File: src/rtl/iq_phase_detector.sv
// Quadrature phase detector: multiplies the ADC stream by the DDS I/Q references,
// averages each product over 2^DECIM_LOG2 samples and tracks loop lock.
module iq_phase_detector #(
    parameter int unsigned DECIM_LOG2   = 8,
    parameter int          LOCK_THRESH  = 1024,
    parameter int unsigned LOCK_WINDOWS = 4
) (
    input  logic        clk,
    input  logic        reset,
    input  logic        enable,
    input  logic [7:0]  adc_data,
    input  logic        adc_valid,
    input  logic [7:0]  dac_data,
    input  logic [7:0]  q_dac_data,
    output logic [15:0] phase_error,
    output logic [15:0] i_avg,
    output logic [15:0] q_avg,
    output logic        error_valid,
    output logic        locked
);

    localparam int unsigned SAMPLE_W = 8;
    localparam int unsigned PROD_W   = 16;
    localparam int unsigned ABS_W    = PROD_W + 1;
    localparam int unsigned ACC_W    = PROD_W + DECIM_LOG2;
    localparam int unsigned CNT_W    = DECIM_LOG2;
    localparam int unsigned LOCK_W   = $clog2(LOCK_WINDOWS + 1);

    localparam logic [LOCK_W-1:0]       LOCK_FULL = LOCK_W'(LOCK_WINDOWS);
    localparam logic signed [ABS_W-1:0] THRESH    = ABS_W'(LOCK_THRESH);

    // Offset binary to two's complement: flip the MSB.
    function automatic logic signed [SAMPLE_W-1:0] ob_to_sc(input logic [SAMPLE_W-1:0] x);
        return {~x[SAMPLE_W-1], x[SAMPLE_W-2:0]};
    endfunction

    // Stage 1 registers
    logic                       s1_valid_q, s1_valid_d;
    logic signed [SAMPLE_W-1:0] s1_adc_q, s1_adc_d;
    logic signed [SAMPLE_W-1:0] s1_ref_i_q, s1_ref_i_d;
    logic signed [SAMPLE_W-1:0] s1_ref_q_q, s1_ref_q_d;

    // Stage 2 registers
    logic                       s2_valid_q, s2_valid_d;
    logic signed [PROD_W-1:0]   prod_i_q, prod_i_d;
    logic signed [PROD_W-1:0]   prod_q_q, prod_q_d;

    // Stage 3 accumulators and window counter
    logic signed [ACC_W-1:0]    acc_i_q, acc_i_d;
    logic signed [ACC_W-1:0]    acc_q_q, acc_q_d;
    logic [CNT_W-1:0]           win_cnt_q, win_cnt_d;

    // Output and lock registers
    logic signed [PROD_W-1:0]   i_avg_q, i_avg_d;
    logic signed [PROD_W-1:0]   q_avg_q, q_avg_d;
    logic signed [PROD_W-1:0]   phase_error_q, phase_error_d;
    logic                       error_valid_q, error_valid_d;
    logic                       locked_q, locked_d;
    logic [LOCK_W-1:0]          lock_cnt_q, lock_cnt_d;

    // Combinational intermediates
    logic signed [PROD_W-1:0]   adc_ext, ref_i_ext, ref_q_ext;
    logic signed [ACC_W-1:0]    acc_sum_i, acc_sum_q;
    logic signed [PROD_W-1:0]   avg_i_new, avg_q_new;
    logic signed [ABS_W-1:0]    q_wide, q_abs;
    logic                       window_last;
    logic                       window_ok;

    // Sign-extend stage-1 operands so the product is formed at full width.
    always_comb begin
        adc_ext   = PROD_W'(s1_adc_q);
        ref_i_ext = PROD_W'(s1_ref_i_q);
        ref_q_ext = PROD_W'(s1_ref_q_q);
    end

    // Window sums including the product being accumulated this cycle.
    always_comb begin
        acc_sum_i   = acc_i_q + ACC_W'(prod_i_q);
        acc_sum_q   = acc_q_q + ACC_W'(prod_q_q);
        avg_i_new   = PROD_W'(acc_sum_i >>> DECIM_LOG2);
        avg_q_new   = PROD_W'(acc_sum_q >>> DECIM_LOG2);
        window_last = s2_valid_q && (win_cnt_q == '1);
    end

    // Lock qualification of the averages about to be presented.
    always_comb begin
        q_wide    = ABS_W'(avg_q_new);
        q_abs     = (q_wide < 0) ? -q_wide : q_wide;
        window_ok = (q_abs < THRESH) && (avg_i_new > 0);
    end

    // Next-state logic for all pipeline, window and lock state.
    always_comb begin
        s1_valid_d    = 1'b0;
        s1_adc_d      = s1_adc_q;
        s1_ref_i_d    = s1_ref_i_q;
        s1_ref_q_d    = s1_ref_q_q;
        s2_valid_d    = 1'b0;
        prod_i_d      = prod_i_q;
        prod_q_d      = prod_q_q;
        acc_i_d       = acc_i_q;
        acc_q_d       = acc_q_q;
        win_cnt_d     = win_cnt_q;
        i_avg_d       = i_avg_q;
        q_avg_d       = q_avg_q;
        phase_error_d = phase_error_q;
        error_valid_d = 1'b0;
        locked_d      = locked_q;
        lock_cnt_d    = lock_cnt_q;

        if (!enable) begin
            acc_i_d    = '0;
            acc_q_d    = '0;
            win_cnt_d  = '0;
            lock_cnt_d = '0;
            locked_d   = 1'b0;
        end else begin
            s1_valid_d = adc_valid;
            if (adc_valid) begin
                s1_adc_d   = ob_to_sc(adc_data);
                s1_ref_i_d = ob_to_sc(dac_data);
                s1_ref_q_d = ob_to_sc(q_dac_data);
            end

            s2_valid_d = s1_valid_q;
            if (s1_valid_q) begin
                prod_i_d = adc_ext * ref_i_ext;
                prod_q_d = adc_ext * ref_q_ext;
            end

            if (window_last) begin
                acc_i_d       = '0;
                acc_q_d       = '0;
                win_cnt_d     = '0;
                i_avg_d       = avg_i_new;
                q_avg_d       = avg_q_new;
                phase_error_d = avg_q_new;
                error_valid_d = 1'b1;
                if (!window_ok) begin
                    lock_cnt_d = '0;
                end else if (lock_cnt_q != LOCK_FULL) begin
                    lock_cnt_d = lock_cnt_q + LOCK_W'(1);
                end
                locked_d = (lock_cnt_d == LOCK_FULL);
            end else if (s2_valid_q) begin
                acc_i_d   = acc_sum_i;
                acc_q_d   = acc_sum_q;
                win_cnt_d = win_cnt_q + CNT_W'(1);
            end
        end
    end

    // State registers with synchronous active-low reset.
    always_ff @(posedge clk) begin
        if (!reset) begin
            s1_valid_q    <= 1'b0;
            s1_adc_q      <= '0;
            s1_ref_i_q    <= '0;
            s1_ref_q_q    <= '0;
            s2_valid_q    <= 1'b0;
            prod_i_q      <= '0;
            prod_q_q      <= '0;
            acc_i_q       <= '0;
            acc_q_q       <= '0;
            win_cnt_q     <= '0;
            i_avg_q       <= '0;
            q_avg_q       <= '0;
            phase_error_q <= '0;
            error_valid_q <= 1'b0;
            locked_q      <= 1'b0;
            lock_cnt_q    <= '0;
        end else begin
            s1_valid_q    <= s1_valid_d;
            s1_adc_q      <= s1_adc_d;
            s1_ref_i_q    <= s1_ref_i_d;
            s1_ref_q_q    <= s1_ref_q_d;
            s2_valid_q    <= s2_valid_d;
            prod_i_q      <= prod_i_d;
            prod_q_q      <= prod_q_d;
            acc_i_q       <= acc_i_d;
            acc_q_q       <= acc_q_d;
            win_cnt_q     <= win_cnt_d;
            i_avg_q       <= i_avg_d;
            q_avg_q       <= q_avg_d;
            phase_error_q <= phase_error_d;
            error_valid_q <= error_valid_d;
            locked_q      <= locked_d;
            lock_cnt_q    <= lock_cnt_d;
        end
    end

    assign phase_error = phase_error_q;
    assign i_avg       = i_avg_q;
    assign q_avg       = q_avg_q;
    assign error_valid = error_valid_q;
    assign locked      = locked_q;

endmodule

File: config.mk
export PLATFORM = sky130hd
export DESIGN_NAME = iq_phase_detector
export DESIGN_NICKNAME = d
export VERILOG_FILES = /design/src/rtl/iq_phase_detector.sv
export SDC_FILE = /design/constraint.sdc
export NUM_CORES = 1
export LEC_CHECK = 0
export ABC_AREA = 0
export BUFFER_PORTS_ARGS = -buffer_cell sky130_fd_sc_hd__buf_2
export CAP_MARGIN = 10
export CORE_ASPECT_RATIO = 1.4
export CORE_MARGIN = 1
export CORE_UTILIZATION = 30
export CTS_CLUSTER_SIZE = 10
export DETAILED_ROUTE_END_ITERATION = 12
export PLACE_DENSITY = 0.43
export SLEW_MARGIN = 20
export SYNTH_ARGS = -nofsm -noshare
export SYNTH_HDL_FRONTEND = slang
export SYNTH_SLANG_ARGS = --single-unit
File: constraint.sdc
create_clock -name clk -period 5.7 [get_ports clk]
set_input_delay 0.855 -clock clk [delete_from_list [all_inputs] [get_ports clk]]
set_output_delay 0.855 -clock clk [all_outputs]
set_load 0.03 [all_outputs]
==> impl_metrics.csv <==
group,metric,value,unit
final_layout,final_nets,1809,
power_and_ir_drop,sw_frac_of_total,26.7,%
logic_synthesis,ys_types,71,
logic_synthesis,syn_avg_cell_area,8.59,sq um
grt,grt_pass1_vias,10700,
power_and_ir_drop,seqPwrFrac,42.0,%
routing,ant_nets,0,
critical_path,cp_top_family,"adder cells",
power_and_ir_drop,p_sw,697,uW
clock_tree,ctsLongestPathBuffers,2,
placed_design,gp_congestion,0.806,
logic_synthesis,syn_inst,1543,
clock_tree,cts.clk_slew.worst_paths,70,ps
outcome,status,"finished with violations",
clock_tree,numCtsBuffers,17,
power_and_ir_drop,comb_power_share,11.5,%
clock_tree,hold_buffers,0,
power_and_ir_drop,p_leak,0.00679,uW
critical_path,path_cells,"and2_1, fa_1, fa_1, fa_1, inv_1, fa_1, inv_1, ha_1, inv_1, o21ai_0, a21oi_1, o21ai_0, a21oi_1, nor2b_1, o21a_1, o41ai_1, xnor2_1, a21oi_1",
logic_synthesis,synth_fp_nets,1790,
timing,slew_headroom,40.4,%
worst_hold_path,holdPathEnd,"i_avg[12]$_SDFFE_PN0P_",
logic_synthesis,ys.flop_type,"dfxtp_1",
worst_hold_path,hold_depth,2,
timing,fmax,0.200,GHz
clock_tree,tritoncts,"done",
timing,rsz0062_at_grt,"false",
routing,drtIter0Drc,361,
critical_path,ff2ff_path_depth,18,
grt,grt_max_degree,61,
logic_synthesis,async_flop_share,0,%
power_and_ir_drop,power_density,178,nW/um^2
critical_path,cpPeakStageDelay,680,ps
routing,first_pass_iters,9,
timing,fin_tns_setup,0,ps
critical_path,r2r_setup_slack,700,ps
final_layout,final_common_cell,"nand2_1",
die,coreArea,43400,sq um
critical_path,critPathKind,"register to register",
critical_path,cp-start-kind,"register",
worst_hold_path,hold_path.class,"register to register",
die,start_util,30.6,%
grt,grtUsageTotal,15.1,%
critical_path,crit_path_end_kind,"register",
clock_tree,clock_latency,450,ps
critical_path,worstReg2RegEnd,"prod_i_q[15]$_SDFFE_PN0P_",
routing,vias,10200,
die,ios,78,
critical_path,r2r-start,"s1_adc_q[2]$_SDFFE_PN0P_",
clock_tree,cts.sinks,151,
timing,setup_viol,0,
die,dieArea,45000,sq um
placed_design,pre_cts_ws,709,ps
placed_design,hpwl,25.1,mm
clock_tree,cts_max_level,4,
run,max_cap_viol_count,0,
routing,via_per_inst,4.80,
clock_tree,cts.repair.resized,0,
outcome,violations,"DRC",
critical_path,required,6020,ps
final_layout,final_util,33.7,%
routing,wire_per_inst,15.1,microns
grt,grt_pass1_wl,55.0,mm
timing,hold_violations,0,
grt,antenna_found_initial,1,
clock_tree,cts_setup_buffers,0,
critical_path,worstPathMaxFanout,17,
critical_path,critical_path_buf_inv_count,3,
logic_synthesis,yosys_warnings,0,
logic_synthesis,netlist_area,13200,sq um
critical_path,cp_slowest_cell,"dfxtp_1",
die,fp.dieH,251,microns
worst_hold_path,hp-start,"i_avg[12]$_SDFFE_PN0P_",
die,core.rowCount,90,
placed_design,portBuffers,77,
die,fp.dieW,180,microns
final_layout,num_antenna_cells,0,
critical_path,cp.arrival,5320,ps
final_layout,drive_above_1_share,9.02,%
timing,worst_slack,703,ps
logic_synthesis,ys_ff_latch,151,
timing,drv_slew,0,
timing,finalClockSkew,14.0,ps
power_and_ir_drop,power.internal,1910,uW
critical_path,worst_path_most_repeated_cell,"fa_1",
power_and_ir_drop,ir_drop,0.216,mV
power_and_ir_drop,p_clk_share,46.5,%
logic_synthesis,synth-seq-area-share,22.8,%
clock_tree,clock-root-buffer,"clkbuf_16",
grt,grt_overflow,0,
routing,drt_drc_violations_left,11,
timing,fin_crit,5000,ps
final_layout,area_growth,10.4,%
timing,tightestPinTransition,894,ps
timing,fin_crit_sh,87.7,%
logic_synthesis,synth-edff-count,0,
final_layout,final_cell_mix,"216 x nand2_1, 150 x dfxtp_1, 124 x inv_1",
routing,wl,32.1,mm
==> synthesized netlist by cell type (17+ instances only) <==
library cell / instances / area, sq um
a21boi_0: 64 / 480
nand2_1: 217 / 815
a21o_1: 28 / 210
a21oi_1: 60 / 300
fa_1: 112 / 2240
o21ai_0: 55 / 275
a211oi_1: 18 / 135
nor2_1: 104 / 390
inv_1: 124 / 465
xnor2_1: 42 / 368
buf_4: 17 / 128
nand2b_1: 23 / 144
xor2_1: 17 / 149
clkbuf_1: 64 / 240
ha_1: 107 / 1340
dfxtp_1: 151 / 3020
mux2i_1: 39 / 390
and2_1: 92 / 576
==> final cells by class <==
type	count	area [sq um]
sequential	151	3020
multi-input combinational	1178	9350
tap	552	691
inverter	124	465
clock inverter	12	164
timing repair buffer	90	483
clock buffer	20	457
fill	4608	28700
==> worst max-delay path by stage <==
stage | depth (start not counted) | slack [ps] | startpoint | end
3_3_place_gp | 18 | 780 | s1_adc_q[1]$_SDFFE_PN0P_ | prod_i_q[15]$_SDFFE_PN0P_
6_report | 18 | 700 | s1_adc_q[2]$_SDFFE_PN0P_ | prod_i_q[15]$_SDFFE_PN0P_
4_1_cts | 18 | 680 | s1_adc_q[2]$_SDFFE_PN0P_ | prod_i_q[15]$_SDFFE_PN0P_
5_1_grt | 20 | 280 | s1_adc_q[0]$_SDFFE_PN0P_ | prod_i_q[15]$_SDFFE_PN0P_
2_1_floorplan | 19 | 1040 | s1_adc_q[1]$_SDFFE_PN0P_ | prod_i_q[15]$_SDFFE_PN0P_
3_5_place_dp | 18 | 710 | s1_adc_q[1]$_SDFFE_PN0P_ | prod_i_q[15]$_SDFFE_PN0P_
==> tightest hold or removal path: stages (launching register included) <==
cell and delay, ps:
dfxtp_1 310, nand2_1 40, a21boi_0 60
==> state kept, by name, summed over array words and instances, names as in the netlist, 16 cells and up <==
signal and count:
prod_q_q 16, prod_i_q 16, acc_i_q 24, i_avg 16, phase_error 16, acc_q_q 24
==> power by group through the flow <==
stage	Combinational, uW	Clock, uW	Sequential [uW]
2_1_floorplan	234	0	1100
3_3_place_gp	305	0	1120
3_5_place_dp	305	0	1120
4_1_cts	308	1260	1100
5_1_grt	347	1300	1100
6_report	299	1210	1100
==> stage by stage <==
step | hold WS (ps) | power (uW) | instance area [sq um] | std cells
2_1_floorplan | 445 | 1340 | 13200 | 1543
3_3_place_gp | 450 | 1420 | 14000 | 2095
3_5_place_dp | 456 | 1430 | 14000 | 2095
4_1_cts | 465 | 2670 | 14600 | 2127
5_1_grt | 481 | 2750 | 14600 | 2127
6_report | 461 | 2610 | 14600 | 2127
==> routing by layer <==
| layer | vias to the layer above | track usage (%) | wire length, microns |
|---|---|---|---|
| met2 | 129 | 27.2 | 16100 |
| met3 | 28 | 1.76 | 662 |
| met1 | 4846 | 18.5 | 14900 |
| met4 | 0 | 5.37 | 490 |
| met5 | - | 0 | 0 |
| li1 | 5215 | - | - |
==> logic make-up (layout without fill, tap and decap cells) <==
| family | after synthesis | count (layout) | share of synthesized area (%) |
|---|---|---|---|
| AO/OA/AOI/OAI | 324 | 324 | 17.1 |
| XOR/XNOR | 59 | 59 | 3.90 |
| adder cells (fa/ha/maj) | 219 | 219 | 27.0 |
| buffers and inverters | 214 | 246 | 6.67 |
| flip-flops | 151 | 151 | 22.8 |
| multiplexers | 43 | 43 | 3.29 |
| AND/OR/NAND/NOR | 533 | 533 | 19.2 |
Note: power is estimated with default switching activity, not from simulation.
